## config.mk

```make
export PLATFORM = sky130hd
export DESIGN_NAME = alu_result_collector
export DESIGN_NICKNAME = d
export VERILOG_FILES = /design/src/rtl/alu_result_collector.sv
export SDC_FILE = /design/constraint.sdc
export NUM_CORES = 1
export LEC_CHECK = 0
export CELL_PAD_IN_SITES_DETAIL_PLACEMENT = 1
export CELL_PAD_IN_SITES_GLOBAL_PLACEMENT = 1
export CORE_ASPECT_RATIO = 1.1
export CORE_UTILIZATION = 43
export DETAILED_ROUTE_END_ITERATION = 8
export PLACE_DENSITY_LB_ADDON = 0.1
export SYNTH_ARGS = -nofsm -noshare
export SYNTH_HDL_FRONTEND = slang
export SYNTH_SLANG_ARGS = --single-unit
export TNS_END_PERCENT = 20
```

## constraint.sdc

```tcl
create_clock -name clk -period 2.1 [get_ports clk]
set_input_delay 0.42 -clock clk [delete_from_list [all_inputs] [get_ports clk]]
set_output_delay 0.42 -clock clk [all_outputs]
set_load 0.05 [all_outputs]
```

## src/rtl/alu_result_collector.sv

```systemverilog
// alu_result_collector
//   Downstream stage of the ALU core. Captures each signed result strobed by
//   c_en into a show-ahead FIFO, presents the head over valid/ready, and keeps
//   a saturating running sum, a wrapping sequence tag and drop statistics.
//   Optional feature macro: ALU_RES_PARITY_EN adds out_par, the even parity of
//   {out_data, out_tag}, computed and stored per entry at push time.
module alu_result_collector #(
    parameter int DATA_W = 6,
    parameter int DEPTH  = 8,
    parameter int ACC_W  = 10,
    parameter int TAG_W  = 4
) (
    input  logic                       clk,
    input  logic                       rst_n,
    input  logic                       clr,
    input  logic                       c_en,
    input  logic signed [DATA_W-1:0]   c,
    output logic                       out_valid,
    input  logic                       out_ready,
    output logic signed [DATA_W-1:0]   out_data,
    output logic        [TAG_W-1:0]    out_tag,
    output logic signed [ACC_W-1:0]    acc,
    output logic [$clog2(DEPTH):0]     level,
    output logic                       full,
    output logic                       drop,
    output logic        [7:0]          drop_cnt
`ifdef ALU_RES_PARITY_EN
    ,
    output logic                       out_par
`endif
);

    localparam int PTR_W = $clog2(DEPTH);
    localparam int LVL_W = PTR_W + 1;
    localparam logic [LVL_W-1:0] LVL_ONE      = LVL_W'(1);
    localparam logic [LVL_W-1:0] LVL_NEARFULL = LVL_W'(DEPTH - 1);
    localparam logic signed [ACC_W-1:0] ACC_MAX = {1'b0, {(ACC_W-1){1'b1}}};
    localparam logic signed [ACC_W-1:0] ACC_MIN = {1'b1, {(ACC_W-1){1'b0}}};

    typedef enum logic [1:0] {
        ST_EMPTY   = 2'd0,
        ST_PARTIAL = 2'd1,
        ST_FULL    = 2'd2
    } state_e;

    state_e             state_q, state_d;
    logic [PTR_W-1:0]   wr_ptr_q, wr_ptr_d;
    logic [PTR_W-1:0]   rd_ptr_q, rd_ptr_d;
    logic [LVL_W-1:0]   level_q, level_d;
    logic [TAG_W-1:0]   tag_q, tag_d;
    logic signed [ACC_W-1:0] acc_q, acc_d;
    logic               drop_q, drop_d;
    logic [7:0]         drop_cnt_q, drop_cnt_d;

    logic [DATA_W-1:0]  data_mem [DEPTH];
    logic [TAG_W-1:0]   tag_mem  [DEPTH];
`ifdef ALU_RES_PARITY_EN
    logic               par_mem  [DEPTH];
`endif

    logic               push, pop, drop_now;
    logic [ACC_W:0]     acc_sum;

    // Handshake decode: clr suppresses both sides; a full FIFO still takes a
    // push when the head leaves in the same cycle.
    always_comb begin
        pop      = out_valid && out_ready && !clr;
        push     = c_en && !clr && (!full || pop);
        drop_now = c_en && !clr && full && !pop;
    end

    // Occupancy FSM: state register.
    always_ff @(posedge clk or negedge rst_n) begin
        if (!rst_n) state_q <= ST_EMPTY;
        else        state_q <= state_d;
    end

    // Occupancy FSM: next state from push/pop and current level.
    always_comb begin
        state_d = state_q;
        if (clr) begin
            state_d = ST_EMPTY;
        end else begin
            case (state_q)
                ST_EMPTY:   if (push) state_d = ST_PARTIAL;
                ST_PARTIAL: begin
                    if (push && !pop && level_q == LVL_NEARFULL)
                        state_d = ST_FULL;
                    else if (pop && !push && level_q == LVL_ONE)
                        state_d = ST_EMPTY;
                end
                ST_FULL:    if (pop && !push) state_d = ST_PARTIAL;
                default:    state_d = ST_EMPTY;
            endcase
        end
    end

    // Occupancy FSM: decoded status outputs.
    always_comb begin
        out_valid = (state_q != ST_EMPTY);
        full      = (state_q == ST_FULL);
    end

    // Pointer, level and tag next-state.
    always_comb begin
        wr_ptr_d = wr_ptr_q;
        rd_ptr_d = rd_ptr_q;
        level_d  = level_q;
        tag_d    = tag_q;
        if (clr) begin
            wr_ptr_d = '0;
            rd_ptr_d = '0;
            level_d  = '0;
            tag_d    = '0;
        end else begin
            // Power-of-two depth: pointers wrap by natural overflow.
            if (push) begin
                wr_ptr_d = wr_ptr_q + PTR_W'(1);
                tag_d    = tag_q + TAG_W'(1);
            end
            if (pop) rd_ptr_d = rd_ptr_q + PTR_W'(1);
            case ({push, pop})
                2'b10:   level_d = level_q + LVL_ONE;
                2'b01:   level_d = level_q - LVL_ONE;
                default: level_d = level_q;
            endcase
        end
    end

    // Saturating accumulate of accepted results; one guard bit detects overflow.
    always_comb begin
        acc_sum = {acc_q[ACC_W-1], acc_q}
                + {{(ACC_W+1-DATA_W){c[DATA_W-1]}}, c};
        acc_d   = acc_q;
        if (clr) begin
            acc_d = '0;
        end else if (push) begin
            if (acc_sum[ACC_W] != acc_sum[ACC_W-1])
                acc_d = acc_sum[ACC_W] ? ACC_MIN : ACC_MAX;
            else
                acc_d = acc_sum[ACC_W-1:0];
        end
    end

    // Drop accounting: sticky flag plus a count that sticks at 255.
    always_comb begin
        drop_d     = drop_q;
        drop_cnt_d = drop_cnt_q;
        if (clr) begin
            drop_d     = 1'b0;
            drop_cnt_d = '0;
        end else if (drop_now) begin
            drop_d = 1'b1;
            if (drop_cnt_q != 8'hFF) drop_cnt_d = drop_cnt_q + 8'd1;
        end
    end

    // Control and statistics registers.
    always_ff @(posedge clk or negedge rst_n) begin
        if (!rst_n) begin
            wr_ptr_q   <= '0;
            rd_ptr_q   <= '0;
            level_q    <= '0;
            tag_q      <= '0;
            acc_q      <= '0;
            drop_q     <= 1'b0;
            drop_cnt_q <= '0;
        end else begin
            wr_ptr_q   <= wr_ptr_d;
            rd_ptr_q   <= rd_ptr_d;
            level_q    <= level_d;
            tag_q      <= tag_d;
            acc_q      <= acc_d;
            drop_q     <= drop_d;
            drop_cnt_q <= drop_cnt_d;
        end
    end

    // Entry storage; contents are only observed through a valid head, so no reset.
    always_ff @(posedge clk) begin
        if (push) begin
            data_mem[wr_ptr_q] <= c;
            tag_mem[wr_ptr_q]  <= tag_q;
`ifdef ALU_RES_PARITY_EN
            par_mem[wr_ptr_q]  <= ^{c, tag_q};
`endif
        end
    end

    // Head presentation: forced to zero while empty so reset shows clean zeros.
    always_comb begin
        out_data = out_valid ? $signed(data_mem[rd_ptr_q]) : '0;
        out_tag  = out_valid ? tag_mem[rd_ptr_q] : '0;
`ifdef ALU_RES_PARITY_EN
        out_par  = out_valid ? par_mem[rd_ptr_q] : 1'b0;
`endif
    end

    // Status outputs straight from registers.
    always_comb begin
        acc      = acc_q;
        level    = level_q;
        drop     = drop_q;
        drop_cnt = drop_cnt_q;
    end

endmodule

```

==> impl_metrics.csv <==
group,metric,value,unit
outcome,status,"finished with violations",
outcome,violations,"negative setup slack",
clock_network,clockBufferDepth,2,
logic_synthesis,synth_nets,440,
logic_synthesis,synthCells,411,
timing,final.period_utilization,115,%
setup_path,path_class,"flop to output pin",
timing,finalWorstSetupSlack,-322,ps
logic_synthesis,ys_seq_area_share,59.7,%
logic_synthesis,ys_ff_latch,115,
setup_path,arrival,2000,ps
die,fp.coreArea,0.0122,mm^2
clock_network,cts_tree,"yes",
route,dr_wl_met2,7.39,mm
timing,fmax,0.413,GHz
setup_path,cp-start-kind,"flop",
timing,finClkSkew,4.77,ps
place,io_buffers,45,
global_route,antenna_found_initial,0,
place,dp_hpwl,9.19,mm
layout,drive_gt1_share,38.0,%
route,dr_total_vias,3928,
layout,final_cell_mix,"buf_4, edfxtp_1, nor2_1",
place,place_inst,668,
power_and_ir_drop,vdd_drop_max,667,uV
route,drcViolationCount,0,
global_route,grt_pass1_wl,22.4,mm
die,io_pins,46,
power_and_ir_drop,power_density,1040,mW/mm^2
clock_network,cts_sinks,115,
route,dr.first_iter.drc_count,144,
logic_synthesis,async_flop_share,30.4,%
layout,area_delta_synth_final,39.5,%
route,top_layer,"met4",
logic_synthesis,synth_warnings,0,
logic_synthesis,synth.avg_cell_area,13.4,um^2
power_and_ir_drop,total_power,7.99,mW
route,detail-route-antenna-nets,0,
logic_synthesis,ys.flop_type,"edfxtp_1",
layout,antenna_cells,0,
route,routedWlPerCell,19.6,um
setup_path,cp_max_fo,5,
die,rows,42,
layout,layoutNonFillerInstCount,717,
die,dieArea,0.0132,mm^2
global_route,overflow,0,
layout,nets,579,
flow_run,cap_violations,0,
route,viasPerCell,5.48,
clock_network,clkLatencyLatePin,410,ps
layout,mostFrequentLayoutCell,"buf_4",
hold_path,hold_path_class,"input pin to asynchronous set/reset pin",
setup_path,crit_chain,"buf_4 -> buf_12 -> mux4_2 -> mux2i_2 -> nor2_1 -> buf_6",
setup_path,required,1680,ps
die,initial_utilization,44.9,%
logic_synthesis,netlist_area,0.00549,mm^2
die,die_x,110,um
setup_path,end_kind,"output pin",
timing,relSlewSlack,65.0,%
route,dr.pass1.iters,4,
timing,report.final.slew_viol_count,0,
setup_path,max_stage_delay,500,ps
timing,rsz0062_at_grt,"yes",
timing,worstMarginPinSlew,520,ps
route,wl_met3,491,um
route,wl_met1,5.95,mm
clock_network,cts_root_buf,"clkbuf_16",
place,dp_worst_setup_slack,-920,ps
layout,num-fill-cells,1184,
setup_path,reg2reg_to,"acc[4]",
timing,setup_viol,19,
setup_path,ff2ff_setup_slack,-140,ps
clock_network,path_clk_slew,50,ps
route,wl,14.0,mm
logic_synthesis,synth.distinct_cells,52,
global_route,grt_use_total,23.5,%
place,routabilityCongestion,0.833,
timing,hold_viol,0,
clock_network,numCtsBuffers,17,
global_route,grt_max_degree,36,
setup_path,r2r_start,"acc[0]",
timing,fin_crit,2420,ps
logic_synthesis,synth_edf_count,80,
die,die_y,121,um
global_route,grt_pass1_vias,4233,
setup_path,worstRegToRegCells,14,
clock_network,htreeDepth,4,
setup_path,crit_slowest_cell,"mux4_2",
power_and_ir_drop,p_leak,3.05,nW
-- critical path, delay by kind of cell (launching register included) --
kind,cells,cell delay (ps)
mux,2,680
flops,1,420
buf+inv,3,400
simple gates,1,70
-- worst max-delay path by stage --
stage	slack, ps	depth (start not counted)	endpoint	start
floorplan	-190	8	acc[2]	acc[4]
global placement	-740	9	acc[2]	c[1]
finish	-320	6	out_tag[0]	rd_ptr_q[0]
global route	-400	6	out_tag[2]	rd_ptr_q[0]
CTS	-360	6	out_data[3]	rd_ptr_q[0]
detailed placement	-920	9	acc[7]	c[1]
-- synth_stat cells, drive strengths merged, types with 3 or more instances --
cell type | number | area share, %
edfxtp | 80 | 44
inv | 12 | 0.82
xnor2 | 9 | 1.4
or3 | 4 | 0.46
buf | 8 | 0.93
dfrtp | 35 | 16
mux4 | 20 | 8.2
o21a | 5 | 0.68
nor3 | 8 | 0.73
nor2b | 3 | 0.34
ha | 17 | 3.9
nand4 | 5 | 0.57
clkbuf | 12 | 0.82
nand2 | 22 | 1.5
o2111ai | 3 | 0.48
o211ai | 3 | 0.41
mux2i | 15 | 2.7
nor2 | 45 | 3.1
a31oi | 4 | 0.57
xor2 | 12 | 1.9
nand3 | 9 | 0.82
nand2b | 8 | 0.91
a21oi | 21 | 1.9
o21ai | 11 | 1.0
nand3b | 4 | 0.55
a22oi | 7 | 0.96
-- sequential cells by signal, summed over array words and instances, names as in the netlist --
| signal | count |
|---|---|
| drop | 1 |
| acc | 10 |
| level | 4 |
| wr_ptr_q | 3 |
| state_q | 2 |
| tag_mem | 32 |
| rd_ptr_q | 3 |
| tag_q | 4 |
| drop_cnt | 8 |
| data_mem | 48 |
-- metal layers --
| metal | up-vias | global-route usage (%) |
|---|---|---|
| li1 | 1845 | - |
| met1 | 1990 | 27.9 |
| met2 | 76 | 41.6 |
| met3 | 17 | 5.12 |
| met4 | 0 | 8.00 |
| met5 | - | 0 |
-- where the power goes --
group / leakage, nW / internal, mW / switching (mW) / total [mW]
Combinational: 1.60 / 1.24 / 1.46 / 2.70
Sequential: 1.19 / 2.56 / 0.113 / 2.67
Clock: 0.264 / 1.61 / 1.01 / 2.61
Total: 3.05 / 5.41 / 2.58 / 7.99
-- cells by family (layout without fill, tap and decap cells) --
| group | after synthesis | after routing | synth area share [%] |
|---|---|---|---|
| buffers and inverters | 32 | 184 | 2.57 |
| multiplexers | 35 | 35 | 10.9 |
| AO/OA/AOI/OAI | 70 | 70 | 8.61 |
| adder cells (fa/ha/maj) | 20 | 20 | 4.60 |
| XOR/XNOR | 21 | 21 | 3.35 |
| flip-flops | 115 | 115 | 59.7 |
| AND/OR/NAND/NOR | 118 | 118 | 10.3 |
-- cell type report --
type / count / area, um^2 / share of cell area, %
flip-flops and latches: 115 / 3290 / 42.9
multi-input cells: 264 / 2310 / 30.2
repair buffers: 140 / 1280 / 16.7
clock buffers: 17 / 425 / 5.55
well taps: 154 / 193 / 2.51
clock inverters: 15 / 116 / 1.52
inverters: 12 / 45.0 / 0.588
-- through the flow --
stage               area [um^2]  utilization [%]  setup TNS [ps]  hold WS [ps]
floorplan                  5560                -           -8320           124
global placement           6710             54.8           -9540           496
detailed placement         6710             54.8          -12370           502
CTS                        7610             62.1           -4220          54.9
global route               7660             62.6           -5400          82.1
finish                     7660             62.6           -3790          41.6
-- repair_timing --
action,4_1_cts,5_1_grt
pin swaps,25,9
resized for setup,61,16
gates cloned,3,0
hold buffers,0,0
setup buffers,13,1
setup endpoints to repair,32,36
Note: power is estimated with default switching activity, not from simulation.
